### config.mk
export PLATFORM = sky130hd
export DESIGN_NAME = serdesphy_pll_autocal
export DESIGN_NICKNAME = d
export VERILOG_FILES = /design/src/rtl/serdesphy_pll_autocal.sv
export SDC_FILE = /design/constraint.sdc
export NUM_CORES = 1
export LEC_CHECK = 0
export CAP_MARGIN = 40
export CORE_MARGIN = 2
export CORE_UTILIZATION = 35
export DETAILED_ROUTE_END_ITERATION = 6
export DONT_BUFFER_PORTS = 1
export SETUP_SLACK_MARGIN = 0.2
export SYNTH_ARGS = -nofsm -noshare
export SYNTH_HDL_FRONTEND = slang
export SYNTH_SLANG_ARGS = --single-unit
### constraint.sdc
create_clock -name clk_ref_24m -period 4.6 [get_ports clk_ref_24m]
set_clock_uncertainty 0.2 [all_clocks]
set_input_delay 0.46 -clock clk_ref_24m [delete_from_list [all_inputs] [get_ports clk_ref_24m]]
set_output_delay 0.46 -clock clk_ref_24m [all_outputs]
set_load 0.01 [all_outputs]
### src/rtl/serdesphy_pll_autocal.sv
`default_nettype none
// ============================================================================
// Module   : serdesphy_pll_autocal
// Brief    : SerDes PHY PLL controller on the 24 MHz reference domain.
//            Sequences the analog PLL macro through reset, settle and lock
//            acquisition, searches VCO trim bands automatically when cal_en
//            is set, retries a bounded number of times, counts loss-of-lock
//            events and gates the 240 MHz TX/RX clock enable on lock.
// Revision : 1.0  initial release
// ============================================================================
module serdesphy_pll_autocal #(
  parameter int TRIM_W      = 4,
  parameter int CP_W        = 2,
  parameter int CNT_W       = 16,
  parameter int RST_PULSE   = 16,
  parameter int SETTLE_CNT  = 480,
  parameter int LOCK_CNT    = 2400,
  parameter int UNLOCK_CNT  = 240,
  parameter int ACQ_TIMEOUT = 4800,
  parameter int MAX_RETRY   = 3
) (
  input  logic              clk_ref_24m,
  input  logic              rst_n,
  input  logic              phy_en,
  input  logic              pll_rst,
  input  logic              pll_bypass,
  input  logic              cal_en,
  input  logic [TRIM_W-1:0] vco_trim_man,
  input  logic [CP_W-1:0]   cp_current,
  input  logic              pll_lock_raw,
  input  logic              pll_vco_ok,
  input  logic              pll_cp_ok,
  output logic              pll_enable,
  output logic              pll_reset_n,
  output logic              pll_bypass_en,
  output logic [TRIM_W-1:0] pll_vco_trim,
  output logic [CP_W-1:0]   pll_cp_current,
  output logic              pll_lock,
  output logic              pll_error,
  output logic              clk_240m_en,
  output logic [TRIM_W-1:0] cal_trim,
  output logic [1:0]        retry_cnt,
  output logic [7:0]        lol_cnt,
  output logic [2:0]        state
);

  // Terminal counts: a window of N cycles ends when the counter holds N-1.
  localparam logic [CNT_W-1:0]  c_RST_LAST    = CNT_W'(RST_PULSE - 1);
  localparam logic [CNT_W-1:0]  c_SETTLE_LAST = CNT_W'(SETTLE_CNT - 1);
  localparam logic [CNT_W-1:0]  c_LOCK_LAST   = CNT_W'(LOCK_CNT - 1);
  localparam logic [CNT_W-1:0]  c_UNLOCK_LAST = CNT_W'(UNLOCK_CNT - 1);
  localparam logic [CNT_W-1:0]  c_TMO_LAST    = CNT_W'(ACQ_TIMEOUT - 1);
  localparam logic [TRIM_W-1:0] c_TRIM_MID    = TRIM_W'(1 << (TRIM_W - 1));
  localparam logic [TRIM_W-1:0] c_TRIM_MAX    = {TRIM_W{1'b1}};
  localparam logic [1:0]        c_MAX_RETRY   = 2'(MAX_RETRY);

  typedef enum logic [2:0] {
    S_IDLE    = 3'd0,
    S_RESTART = 3'd1,
    S_SETTLE  = 3'd2,
    S_ACQUIRE = 3'd3,
    S_LOCKED  = 3'd4,
    S_ERROR   = 3'd5
  } state_t;

  state_t            state_q, state_d;
  logic [TRIM_W-1:0] trim_q, trim_d;
  logic [TRIM_W-1:0] cal_trim_q, cal_trim_d;
  logic [TRIM_W-1:0] man_q;
  logic              cal_mode_q, cal_mode_d;
  logic [CNT_W-1:0]  tmr_q, tmr_d;     // phase timer: reset pulse, settle, acquire timeout
  logic [CNT_W-1:0]  run_q, run_d;     // consecutive good (ACQUIRE) or bad (LOCKED) cycles
  logic [1:0]        retry_q, retry_d;
  logic [7:0]        lol_q, lol_d;
  logic              bypass_q;
  logic [CP_W-1:0]   cp_q;

  logic              w_run;
  logic              w_good;
  logic              w_retune;
  logic              w_reenter;
  logic [TRIM_W-1:0] w_reload_trim;

  assign w_run  = phy_en & ~pll_rst & ~pll_bypass;
  assign w_good = pll_lock_raw & pll_vco_ok & pll_cp_ok;

  // A manual trim edit only retunes once the PLL has left its reset phase.
  assign w_retune = ~cal_mode_q && (vco_trim_man != man_q) &&
                    ((state_q == S_SETTLE) || (state_q == S_ACQUIRE) ||
                     (state_q == S_LOCKED));

  // Starting trim for a fresh run or a retry: bottom of the band in auto mode.
  assign w_reload_trim = cal_mode_q ? '0 : vco_trim_man;

  // Next-state, trim, counters and timer decisions.
  always_comb begin
    state_d    = state_q;
    trim_d     = trim_q;
    cal_trim_d = cal_trim_q;
    cal_mode_d = cal_mode_q;
    retry_d    = retry_q;
    lol_d      = lol_q;
    tmr_d      = tmr_q;
    run_d      = run_q;
    w_reenter  = 1'b0;

    if (!w_run) begin
      state_d = S_IDLE;
      retry_d = '0;
    end else begin
      case (state_q)
        S_IDLE: begin
          retry_d    = '0;
          state_d    = S_RESTART;
          cal_mode_d = cal_en;
          trim_d     = cal_en ? '0 : vco_trim_man;
        end

        S_RESTART: begin
          tmr_d = tmr_q + 1'b1;
          if (tmr_q == c_RST_LAST) begin
            state_d = S_SETTLE;
          end
        end

        S_SETTLE: begin
          tmr_d = tmr_q + 1'b1;
          if (w_retune) begin
            trim_d    = vco_trim_man;
            w_reenter = 1'b1;
          end else if (tmr_q == c_SETTLE_LAST) begin
            state_d = S_ACQUIRE;
          end
        end

        S_ACQUIRE: begin
          tmr_d = tmr_q + 1'b1;
          run_d = w_good ? run_q + 1'b1 : '0;
          if (w_retune) begin
            trim_d  = vco_trim_man;
            state_d = S_SETTLE;
          end else if (w_good && (run_q == c_LOCK_LAST)) begin
            // Lock takes priority over a timeout landing on the same cycle.
            state_d    = S_LOCKED;
            cal_trim_d = trim_q;
          end else if (tmr_q == c_TMO_LAST) begin
            if (cal_mode_q && (trim_q != c_TRIM_MAX)) begin
              trim_d  = trim_q + 1'b1;
              state_d = S_SETTLE;
            end else if (retry_q < c_MAX_RETRY) begin
              retry_d = retry_q + 1'b1;
              trim_d  = w_reload_trim;
              state_d = S_RESTART;
            end else begin
              state_d = S_ERROR;
            end
          end
        end

        S_LOCKED: begin
          run_d = w_good ? '0 : run_q + 1'b1;
          if (w_retune) begin
            trim_d  = vco_trim_man;
            state_d = S_SETTLE;
          end else if (!w_good && (run_q == c_UNLOCK_LAST)) begin
            state_d = S_SETTLE;
            retry_d = '0;
            if (lol_q != 8'hFF) begin
              lol_d = lol_q + 8'd1;
            end
          end
        end

        S_ERROR: begin
          state_d = S_ERROR;
        end

        default: begin
          state_d = S_IDLE;
        end
      endcase
    end

    // Every state entry (including a retune back into SETTLE) restarts timing.
    if ((state_d != state_q) || w_reenter) begin
      tmr_d = '0;
      run_d = '0;
    end
  end

  // FSM state register.
  always_ff @(posedge clk_ref_24m or negedge rst_n) begin
    if (!rst_n) begin
      state_q <= S_IDLE;
    end else begin
      state_q <= state_d;
    end
  end

  // Trim, calibration result, retry/loss-of-lock counters and timers.
  always_ff @(posedge clk_ref_24m or negedge rst_n) begin
    if (!rst_n) begin
      trim_q     <= c_TRIM_MID;
      cal_trim_q <= '0;
      cal_mode_q <= 1'b0;
      retry_q    <= '0;
      lol_q      <= '0;
      tmr_q      <= '0;
      run_q      <= '0;
    end else begin
      trim_q     <= trim_d;
      cal_trim_q <= cal_trim_d;
      cal_mode_q <= cal_mode_d;
      retry_q    <= retry_d;
      lol_q      <= lol_d;
      tmr_q      <= tmr_d;
      run_q      <= run_d;
    end
  end

  // CSR pass-through registers and the manual-trim history for edit detection.
  always_ff @(posedge clk_ref_24m or negedge rst_n) begin
    if (!rst_n) begin
      bypass_q <= 1'b0;
      cp_q     <= '0;
      man_q    <= '0;
    end else begin
      bypass_q <= phy_en & pll_bypass;
      cp_q     <= cp_current;
      man_q    <= vco_trim_man;
    end
  end

  // Moore outputs decoded straight from registered state.
  assign pll_enable     = (state_q == S_RESTART) || (state_q == S_SETTLE) ||
                          (state_q == S_ACQUIRE) || (state_q == S_LOCKED);
  assign pll_reset_n    = (state_q == S_SETTLE) || (state_q == S_ACQUIRE) ||
                          (state_q == S_LOCKED);
  assign pll_lock       = (state_q == S_LOCKED);
  assign clk_240m_en    = (state_q == S_LOCKED);
  assign pll_error      = (state_q == S_ERROR);
  assign pll_bypass_en  = bypass_q;
  assign pll_vco_trim   = trim_q;
  assign pll_cp_current = cp_q;
  assign cal_trim       = cal_trim_q;
  assign retry_cnt      = retry_q;
  assign lol_cnt        = lol_q;
  assign state          = state_q;

endmodule
`default_nettype wire

==> metrics <==
global-route wire length before repair=about 16 mm; Max stage delay cell, worst path=or4_4; setup TNS=0 ps; sequential fraction of the synthesis area=between 40% and 50%; Root Buffer=clkbuf_8; clk buf depth=2; Final Hold Viols=0; TritonCTS clock tree=built; CP required=about 4600 ps; Worst Path Class, Setup=reg -> reg; die width=between 100 and 150 um; initial antenna violation count=0; drt initial violations=203; die height=107 um; Placer Congestion=0.853; Setup crit start kind=register; Routed Antenna Nets=0; Tot Pwr=between 1000 and 1500 uW; asr flop ratio synth=100%; reg2reg end=run_q[6]; total number of yosys warnings=0; Critical path buffers and inverters=1; Rel. slew slack=45.0%; commonest non-fill, non-tap cell in the layout=dfrtp_1; top cells by area, synth=dfrtp_1, nor4_1, xnor2_1, nand2_1, o21ai_0; Synth Instances=about 410; total gr overflow=0; vias in the first global route=about 3,100; Max IR drop VDD=0.000166 V; HP Class=in -> reg; most frequent cells in the layout=dfrtp_1, nand2_1, nor4_1; f_max=between 300 and 400 MHz; pin count of the biggest net entering global routing=62; Worst R2R Path Depth=7; max-cap violation count=0; DP HPWL=6.22 mm; post-CTS sizing=0; crit-path leading delay family=simple AND/OR/NAND/NOR gates; antenna cells=0; number of flops mapped to enable cells by yosys=0; fin crit share=~69%; Critical Path Sink Type=register; final hold slack=42.4 ps; vias post-DR=3,204; Worst-Margin Slew=roughly 820 ps; worst skew pair latency=340 ps; critical-path cell list=or4_4 > or2_1 > or4_1 > o211a_2 > nor3_4 > buf_4 > a2111oi_0; CTS hold repair buffers=8; Crit path largest cell delay=570 ps; total track usage=between 10% and 20%; CTS Sinks=between 60 and 70; Worst path depth=7; WL/cell=16.9 um; synthesized cell area=about 3700 um2; cts bufs inserted=9; top-area cell type share of the netlist area=between 40% and 50%; nets=around 430; # fillers=between 1,000 and 1,500; top_reg_cell synth=dfrtp_1; worst r2r src=tmr_q[10]; Placement Rows=37; Worst Path Max Fanout=22; setup bufs post-CTS=0; crit path launch=tmr_q[10]; Mapped Nets=426; vias per cell=roughly 5.8; PD cells=295 nW/um2; critical path arrival=3160 ps; status=finished clean; min cycle time layout=between 3000 and 4000 ps; syn avg cell area=between 9 and 10 um2; Area growth syn-to-layout=11.0%; clk slew on worst S/H paths=around 80 ps; First-pass DRT Iterations=4; Starting Density=about 36%; core area=10,300 um2; total die area=approximately 11,000 um2; io pins=44; H-Tree Depth=3; RSZ-0062 raised after global routing=no; final WL=9.29 mm; reg2reg setup slack=between 1000 and 1500 ps; share of layout cells above drive strength 1=under 10%; number of distinct library cells after synthesis=65; final slew viol count=0; final design utilization=roughly two fifths; DRC viols=0; cell accounting for the most synthesized area=dfrtp_1; IO Port Bufs=0; Leakage=0.00166 uW; critical path endpoint=run_q[6]; synthesized flop and latch total=61; final setup vio count=0
routing by layer:
| layer | GRT usage, % | wire (um) |
|---|---|---|
| met5 | 0 | 0 |
| met4 | 3.90 | 66 |
| met3 | 4.56 | 398 |
| met2 | 27.7 | 4430 |
| met1 | 22.4 | 4390 |
cell usage after synthesis, drive strengths merged, types with 2 or more instances:
cell	instances
nor2b	3
dfrtp	60
and4	5
a21oi	23
ha	5
nand2	39
o31ai	2
a22oi	5
xnor2	18
mux2i	2
clkbuf	15
nand3	16
o21a	2
or3b	2
a311oi	2
nor2	27
inv	7
nor4b	4
and3b	2
a31oi	3
mux2	6
and2	7
o2bb2ai	2
o21ai	29
a41o	2
xor2	9
nor3	16
a21o	2
nor4	32
nand4b	3
o211ai	4
a32oi	2
and3	8
a2bb2oi	2
buf	8
nand4	10
or4	2
where the power goes:
part	switching (uW)	leakage (uW)	internal, uW
Combinational	57.6	0.000733	35.6
Clock	228	0.000107	305
Sequential	27.4	0.000819	554
cell type report:
cell class                      instances  area [um2]  share of cell area, %
Clock buffer                           10         128                   3.12
Sequential cell                        61        1530                   37.3
Clock inverter                          6        86.3                   2.11
Timing Repair Buffer                   13         135                   3.30
Multi-Input combinational cell        315        2020                   49.4
Tap cell                              136         170                   4.15
Inverter                                7        26.3                  0.641
worst min-delay path by stage:
stage / endpoint / depth (start not counted) / slack [ps] / startpoint
floorplan: cal_mode_q / 0 / -40 / rst_n
global placement: run_q[1] / 0 / -30 / rst_n
detailed placement: run_q[1] / 0 / -30 / rst_n
CTS: pll_bypass_en / 1 / 30 / phy_en
global route: pll_bypass_en / 1 / 30 / phy_en
finish: pll_bypass_en / 1 / 40 / phy_en
state kept, by name, indices dropped and copies added, names as in the netlist:
register        cells
cal_mode_q          1
cal_trim            4
lol_cnt             8
man_q               4
pll_bypass_en       1
pll_cp_current      2
pll_vco_trim        4
retry_cnt           2
run_q              16
state               3
tmr_q              16
cell families (layout without fill, tap and decap cells):
kind of cell / count (synthesis) / after routing / share of synthesized area, %
AOI/OAI and AO/OA: 94 / 94 / 16.9
xor gates and xnor gates: 27 / 27 / 6.41
adders and majority gates: 5 / 5 / 1.70
buffers and inverters: 30 / 36 / 3.87
DFF: 61 / 61 / 41.4
muxes: 8 / 8 / 2.37
and+or+nand+nor: 181 / 181 / 27.4
stage by stage:
stage | worst slack, ps | cells | instance area [um2]
4_1_cts | 1420 | 548 | 4100
5_1_grt | 1250 | 548 | 4100
3_5_place_dp | 1440 | 524 | 3780
2_1_floorplan | 1960 | 406 | 3690
3_3_place_gp | 1440 | 524 | 3780
6_report | 1420 | 548 | 4100
Note: power is estimated with default switching activity, not from simulation.
